==> src/rtl/kernel33_mac_ctrl.sv <==
`default_nettype none
// ============================================================================
// Module  : kernel33_mac_ctrl
// Brief   : Computes one 3x3 convolution point by time-sharing an external
//           pipelined 16x16 multiplier; valid/ready in and out.
// Rev     : 1.0 - initial release
// ============================================================================
module kernel33_mac_ctrl #(
    parameter int MUL_LAT = 1,
    parameter int ACC_W   = 36
) (
    input  logic             clk,
    input  logic             rst,
    input  logic             in_valid,
    output logic             in_ready,
    input  logic [47:0]      im1,
    input  logic [47:0]      im2,
    input  logic [47:0]      im3,
    input  logic [47:0]      k1,
    input  logic [47:0]      k2,
    input  logic [47:0]      k3,
    output logic [15:0]      mul_a,
    output logic [15:0]      mul_b,
    output logic             mul_en,
    input  logic [31:0]      mul_result,
    output logic             out_valid,
    input  logic             out_ready,
    output logic [ACC_W-1:0] result,
    output logic             busy
);

    localparam logic [3:0] C_LAST_TAP = 4'd8;

    typedef enum logic [1:0] {
        S_IDLE  = 2'd0,
        S_ISSUE = 2'd1,
        S_DRAIN = 2'd2,
        S_DONE  = 2'd3
    } state_t;

    state_t             r_state;
    state_t             w_state_nxt;
    logic [143:0]       r_pix;
    logic [143:0]       r_krn;
    logic [3:0]         r_tap;
    logic [3:0]         r_cnt;
    logic               r_mul_en;
    logic [15:0]        r_mul_a;
    logic [15:0]        r_mul_b;
    logic [ACC_W-1:0]   r_acc;
    logic [MUL_LAT-1:0] r_vld;
    logic               w_accept;
    logic               w_prod_vld;
    logic               w_last_prod;
    logic [7:0]         w_nxt_off;

    assign w_accept    = in_valid && (r_state == S_IDLE);
    assign w_prod_vld  = r_vld[MUL_LAT-1];
    assign w_last_prod = w_prod_vld && (r_cnt == C_LAST_TAP);
    // Windows are stored row-major with tap 0 in the top lane, so tap t+1
    // lives at lane (7 - t) counting from the bottom.
    assign w_nxt_off   = (r_tap < C_LAST_TAP) ? {4'd7 - r_tap, 4'b0000} : 8'd0;

    always_ff @(posedge clk) begin
        if (rst) begin
            r_state <= S_IDLE;
        end else begin
            r_state <= w_state_nxt;
        end
    end

    always_comb begin
        w_state_nxt = r_state;
        in_ready    = 1'b0;
        out_valid   = 1'b0;
        busy        = 1'b1;
        case (r_state)
            S_IDLE: begin
                in_ready = !rst;
                busy     = 1'b0;
                if (in_valid) begin
                    w_state_nxt = S_ISSUE;
                end
            end
            S_ISSUE: begin
                if (r_tap == C_LAST_TAP) begin
                    w_state_nxt = w_last_prod ? S_DONE : S_DRAIN;
                end
            end
            S_DRAIN: begin
                if (w_last_prod) begin
                    w_state_nxt = S_DONE;
                end
            end
            S_DONE: begin
                out_valid = 1'b1;
                if (out_ready) begin
                    w_state_nxt = S_IDLE;
                end
            end
            default: w_state_nxt = S_IDLE;
        endcase
    end

    // Tap 0 operands come straight from the ports so the multiplier sees
    // them in the very first cycle after acceptance.
    always_ff @(posedge clk) begin
        if (rst) begin
            r_pix    <= '0;
            r_krn    <= '0;
            r_tap    <= '0;
            r_cnt    <= '0;
            r_mul_en <= 1'b0;
            r_mul_a  <= '0;
            r_mul_b  <= '0;
            r_acc    <= '0;
        end else if (w_accept) begin
            r_pix    <= {im1, im2, im3};
            r_krn    <= {k1, k2, k3};
            r_tap    <= '0;
            r_cnt    <= '0;
            r_mul_en <= 1'b1;
            r_mul_a  <= im1[47:32];
            r_mul_b  <= k1[47:32];
            r_acc    <= '0;
        end else begin
            if (r_state == S_ISSUE) begin
                if (r_tap == C_LAST_TAP) begin
                    r_mul_en <= 1'b0;
                    r_mul_a  <= '0;
                    r_mul_b  <= '0;
                end else begin
                    r_tap   <= r_tap + 4'd1;
                    r_mul_a <= r_pix[w_nxt_off +: 16];
                    r_mul_b <= r_krn[w_nxt_off +: 16];
                end
            end
            if (w_prod_vld) begin
                r_acc <= r_acc + {{(ACC_W-32){1'b0}}, mul_result};
                r_cnt <= r_cnt + 4'd1;
            end
        end
    end

    generate
        if (MUL_LAT == 1) begin : g_vld_single
            always_ff @(posedge clk) begin
                if (rst) begin
                    r_vld <= '0;
                end else begin
                    r_vld <= r_mul_en;
                end
            end
        end else begin : g_vld_shift
            always_ff @(posedge clk) begin
                if (rst) begin
                    r_vld <= '0;
                end else begin
                    r_vld <= {r_vld[MUL_LAT-2:0], r_mul_en};
                end
            end
        end
    endgenerate

    assign mul_en = r_mul_en;
    assign mul_a  = r_mul_a;
    assign mul_b  = r_mul_b;
    assign result = r_acc;

endmodule
`default_nettype wire
==> config.mk <==
export PLATFORM = sky130hd
export DESIGN_NAME = kernel33_mac_ctrl
export DESIGN_NICKNAME = d
export VERILOG_FILES = /design/src/rtl/kernel33_mac_ctrl.sv
export SDC_FILE = /design/constraint.sdc
export NUM_CORES = 1
export LEC_CHECK = 0
export ABC_AREA = 1
export CORE_MARGIN = 2
export CORE_UTILIZATION = 52
export CTS_BUF_LIST = sky130_fd_sc_hd__clkbuf_8
export DETAILED_ROUTE_END_ITERATION = 12
export PLACE_DENSITY = 0.86
export SETUP_SLACK_MARGIN = 0.1
export SLEW_MARGIN = 20
export SYNTH_ARGS = -nofsm -noshare
export SYNTH_HDL_FRONTEND = slang
export SYNTH_SLANG_ARGS = --single-unit
==> constraint.sdc <==
create_clock -name clk -period 2.16 [get_ports clk]
set_input_delay 0.432 -clock clk [delete_from_list [all_inputs] [get_ports clk]]
set_output_delay 0.432 -clock clk [all_outputs]
set_load 0.02 [all_outputs]
Word-level counts from Yosys, hierarchy flattened

Index checks and enable logic that the tools add are counted.

Register bits after elaboration: 368
Latch bits: 0
RAM bits: 0
ROM bits: 0
Input bits: 324
Output and inout bits: 72
Logic and storage cells: 56
Memories kept: 0

Add/sub/neg operators: 4
Multiply operators: 0
Divide/modulo/power cells: 0
Magnitude comparators: 1
Equality and inequality tests: 9
Shifts and indexed selects: 2
Muxes and demuxes: 19
Bitwise operators: 1
Reduce and logical (&&, ||, !) cells: 10

Operators by type and width:

| cell                                               | number |
|---|---|
| indexed part select 144 x 9 -> 16 bit              | 2 |
| two-way mux 16 bit                                 | 6 |
| adder 36 x 32 -> 36 bit                            | 1 |
| adder 4 x 1 -> 4 bit (second input constant)       | 2 |
| == test 4 bit (second input constant)              | 2 |
| two-way mux 2 bit                                  | 4 |
| two-way mux 8 bit                                  | 1 |
| != test 2 bit (second input constant)              | 4 |
| one-hot mux 2 bit (4 select lines)                 | 1 |
| two-way mux 1 bit                                  | 7 |
| == test 2 bit (second input constant)              | 2 |
| less-than comparator 4 bit (second input constant) | 1 |
| AND reduction 2 bit                                | 2 |
| AND reduction 4 bit                                | 1 |
| nonzero test 2 bit                                 | 2 |
| subtractor 3 x 4 -> 4 bit (first input constant)   | 1 |
| == test 2 x 1 -> 1 bit (second input constant)     | 1 |
| logical AND 1 bit                                  | 2 |
| logical NOT 2 bit                                  | 1 |
| OR reduction 2 bit                                 | 1 |
| logical NOT 1 bit                                  | 1 |
| inverter 1 bit                                     | 1 |

Depth between registers and ports, before layout

Word-level depth: 6
Gate-level depth with buffers: 15
Gate-level depth less buffers: 15

Least setup slack after synthesis

OpenSTA, ideal clock, no wires.

Path type: input to register
From: input mul_result[0]
To: register r_acc[14], in the netlist result[14]
Arrival time: 1.864 ns
Data required time: 2.045 ns
Path slack: 0.181 ns
Stages: 11
Path through: ha_1 > fa_1 > nand3_1 > nand3_1 > nand2_1 > nand2_1 > nand3_1 > nand2_1 > xor2_1 > o21ai_0 > inv_1

Longest elaborated chain between the ends: 1

RTL lines:

| item                    | RTL line | text |
|---|---|---|
| from (decl)             | 25       | `input logic [31:0] mul_result,` |
| adder 36 x 32 -> 36 bit | 139      | `r_acc <= r_acc + {{(ACC_W-32){1'b0}}, mul_result};` |
| to (signal assigned)    | 139      |  |
| to (decl)               | 50       | `logic [ACC_W-1:0] r_acc;` |

Every way passes these cells.
A chain may end at the register's enable or synchronous reset.

Final worst setup path

From: register r_acc[2], in the netlist result[2]
To: output result[2]

RTL lines:

| item      | RTL line | text |
|---|---|---|
| to (decl) | 28       | `output logic [ACC_W-1:0] result,` |

No word-level cell between the ends.

==> flow_metrics.tcl <==
set metrics [dict create \
    cts_sinks 336 \
    pre_cts_slack_ps -415 \
    ys_seq_area_share_pct 40.6 \
    r2r_slack_ps 230 \
    grt_pass1_vias 17300 \
    ant_nets 0 \
    regToRegStartpoint "r_tap[3]" \
    cp.buffers_inverters 1 \
    grt_max_degree 125 \
    reg2regPathDepth 9 \
    cp.arrival_ps 1610 \
    syn_to_final_growth_pct 37.6 \
    hold_path_startpoint "rst" \
    clkTransAtPathRegs_ps 60 \
    initial_core_util_pct 52.6 \
    viasPerCell 5.46 \
    cp_cell_sequence "clkdlybuf4s50_1" \
    power_density_mw_per_mm2 1010 \
    avgSynthCellArea_um2 6.73 \
    routed_wl_mm 57.1 \
    clk_latency_ps 610 \
    clock-root-buffer "clkbuf_8" \
    cts_buffers 55 \
    drt_iter0_drc 1282 \
    antenna_found_initial 10 \
    die_h_um 182 \
    netlist_instances 2460 \
    min_period_ps 2040 \
    status "finished clean" \
    r2r_end "mul_a[7]" \
    drive_gt1_share_pct 8.17 \
    synthSimpleGateAreaFrac_pct 24.6 \
    hold_class "input port to flip-flop" \
    crit_family "buffers and inverters" \
    crit_end "result[2]" \
    rows 65 \
    drc 0 \
    end_kind "output port" \
    required_ps 1730 \
    synth-edff-count 0 \
    fin_nets 3229 \
    max_freq_mhz 489 \
    synth_nets 2825 \
    fin_worst_skew_ps 23.2 \
    finalCritPeriodShare_pct 94.7 \
    route.vias.total 18100 \
    cp-startpoint "result[2]" \
    relSlewSlack_pct 61.9 \
    synthMuxAreaShare_pct 0 \
    multi_input_area_mm2 0.00838 \
    setup_viol_count_final 0 \
    dieArea_mm2 0.0333 \
    switching_share_pct 37.1 \
    gp_congestion 0.938 \
    yosysMostFrequentCell "nor2_1" \
    regArea_mm2 0.00674 \
    synth-async-reset-ratio_pct 0 \
    post_cts_buffers 0 \
    seq_power_share_pct 37.2 \
    numPortBuffers 395 \
    post-route-util_pct 72.4 \
    leakage_nw 10.2 \
    combinationalPowerShare_pct 37.9 \
    crit_fanout 3 \
    ys.flop_type "dfxtp_1" \
    die_w_um 182 \
    internal_power_mw 14.4 \
    ys_seq_elements 336 \
    p_total_mw 22.9 \
    io_pins 396 \
    vdd_ir_drop_max_uv 678 \
    final_hold_viol_count 0 \
    grt_pass1_wl_mm 88.4 \
    yosysTopAreaCell "dfxtp_1" \
    htree_num_levels 2 \
    crit_slowest_cell "clkdlybuf4s50_1" \
    synth_top_family_by_area "simple AND/OR/NAND/NOR gates" \
    yosys.cell_types.count 32 \
    fillers 2534 \
    synthAdderAreaFrac_pct 3.15 \
    synth_area_mm2 0.0165 \
    track_usage_pct 33.2 \
    drv_cap 0 \
    critPathMaxStageDelay_ps 650 \
    drtPass1Iterations 5 \
    cp.depth 1 \
    clock_path_buffers 3 \
    synth_compound_area_share_pct 21.4 \
    yosysTopAreaCellShare_pct 40.6 \
    setup_ws_ps 115 \
    cts_tree "built" \
    ctsHoldBuffers 0 \
    clockPowerShare_pct 25.0 \
    rsz0062_at_grt "yes" \
    synth.area.top_cells "dfxtp_1 41%, nor2_1 11%, nand2_1 8.9%" \
    slew_violations 0 \
    switchingPower_mw 8.49 \
    start_kind "flip-flop" \
    grt_overflow 0 \
    synthTopCellsByCount "485 x nor2_1, 393 x nand2_1, 336 x dfxtp_1" \
    worstSetupPathType "flip-flop to output port" \
    worst_slew_pin_slew_ps 571 \
    wire_per_inst_um 17.2 \
    synth-xor-area-share_pct 0.794 \
    synth_warnings 0 \
    dp_hpwl_mm 41.7 \
    core_mm2 0.0315 \
]
[power by group through the flow]
stage / combinational (mW) / clock [mW] / sequential (mW)
global placement: 8.36 / 0 / 8.53
floorplan: 5.01 / 0 / 8.66
CTS: 8.54 / 5.77 / 8.48
finish: 8.67 / 5.72 / 8.51
detailed placement: 8.52 / 0 / 8.59
global route: 9.54 / 6.05 / 8.65
[flip-flops by register name, indices dropped and copies added, names as in the netlist]
register / flops
r_krn: 128
r_pix: 128
result: 36
mul_a: 16
mul_b: 16
r_cnt: 4
r_tap: 4
r_state: 2
mul_en: 1
r_vld: 1
[what timing repair did]
| item | 4_1_cts | 5_1_grt |
|---|---|---|
| endpoints found under the setup margin | 28 | 38 |
| gates cloned | 0 | 0 |
| resized for setup | 42 | 43 |
[metrics by stage]
step / area (µm²) / cells / TNS, ps / hold WS [ps]
after detailed placement: 21500 / 3209 / -9730 / 423
after CTS: 22600 / 3304 / 0 / 174
after global routing: 22800 / 3309 / 0 / 183
after floorplan: 16500 / 2460 / 0 / 414
after global placement: 21500 / 3209 / -8150 / 415
final: 22800 / 3314 / 0 / 226
[per-layer routing]
| metal | wire length, µm | vias to the layer above | share of wire (%) | global-route usage (%) |
|---|---|---|---|---|
| li1 | - | 8851 | - | - |
| met1 | 23300 | 8286 | 41 | 41.8 |
| met2 | 26700 | 805 | 47 | 55.3 |
| met3 | 4870 | 160 | 8.5 | 6.71 |
| met4 | 2310 | 2 | 4.0 | 14.3 |
| met5 | 12 | - | 0.021 | 0 |
[cell type report]
cell class,count,share of cell area (%)
clock buffers,69,4.17
well taps,402,2.21
clock inverters,26,0.769
inverters,246,4.10
multi-input cells,1721,36.8
diodes,10,0.110
repair buffers,504,22.3
flip-flops and latches,336,29.6
[worst min path at each step]
stage	endpoint	slack (ps)	cells past startpoint
after global routing	r_vld	180	2
after floorplan	r_pix[85]	410	2
final	r_vld	230	2
after detailed placement	r_vld	420	2
after global placement	r_vld	410	2
after CTS	r_vld	170	2
[worst reg2reg max path, stage by stage (launching register included)]
cell	delay (ps)
dfxtp_1	520
nor2_4	140
inv_2	110
buf_12	220
buf_4	250
nand2_1	90
a32o_1	250
nand2_1	70
nand3_1	80
a21oi_1	130
[placed cells by master, fill, tap and decap left out, drive strengths merged, types with 32 or more instances in the layout]
| master | instances |
|---|---|
| nor2 | 490 |
| o22ai | 32 |
| a21oi | 195 |
| clkdlybuf4s50 | 353 |
| nand2 | 393 |
| buf | 111 |
| inv | 265 |
| nand3 | 123 |
| clkbuf | 70 |
| ha | 40 |
| o21ai | 337 |
| dfxtp | 336 |
[logic make-up (layout without fill, tap and decap cells)]
logic type	Yosys count	after routing
AO/OA/AOI/OAI	638	638
XOR/XNOR	15	15
adder cells (fa/ha/maj)	41	41
buffers and inverters	403	845
flip-flops	336	336
other	0	10
AND/OR/NAND/NOR	1027	1027
(Power assumes the default switching activity.)
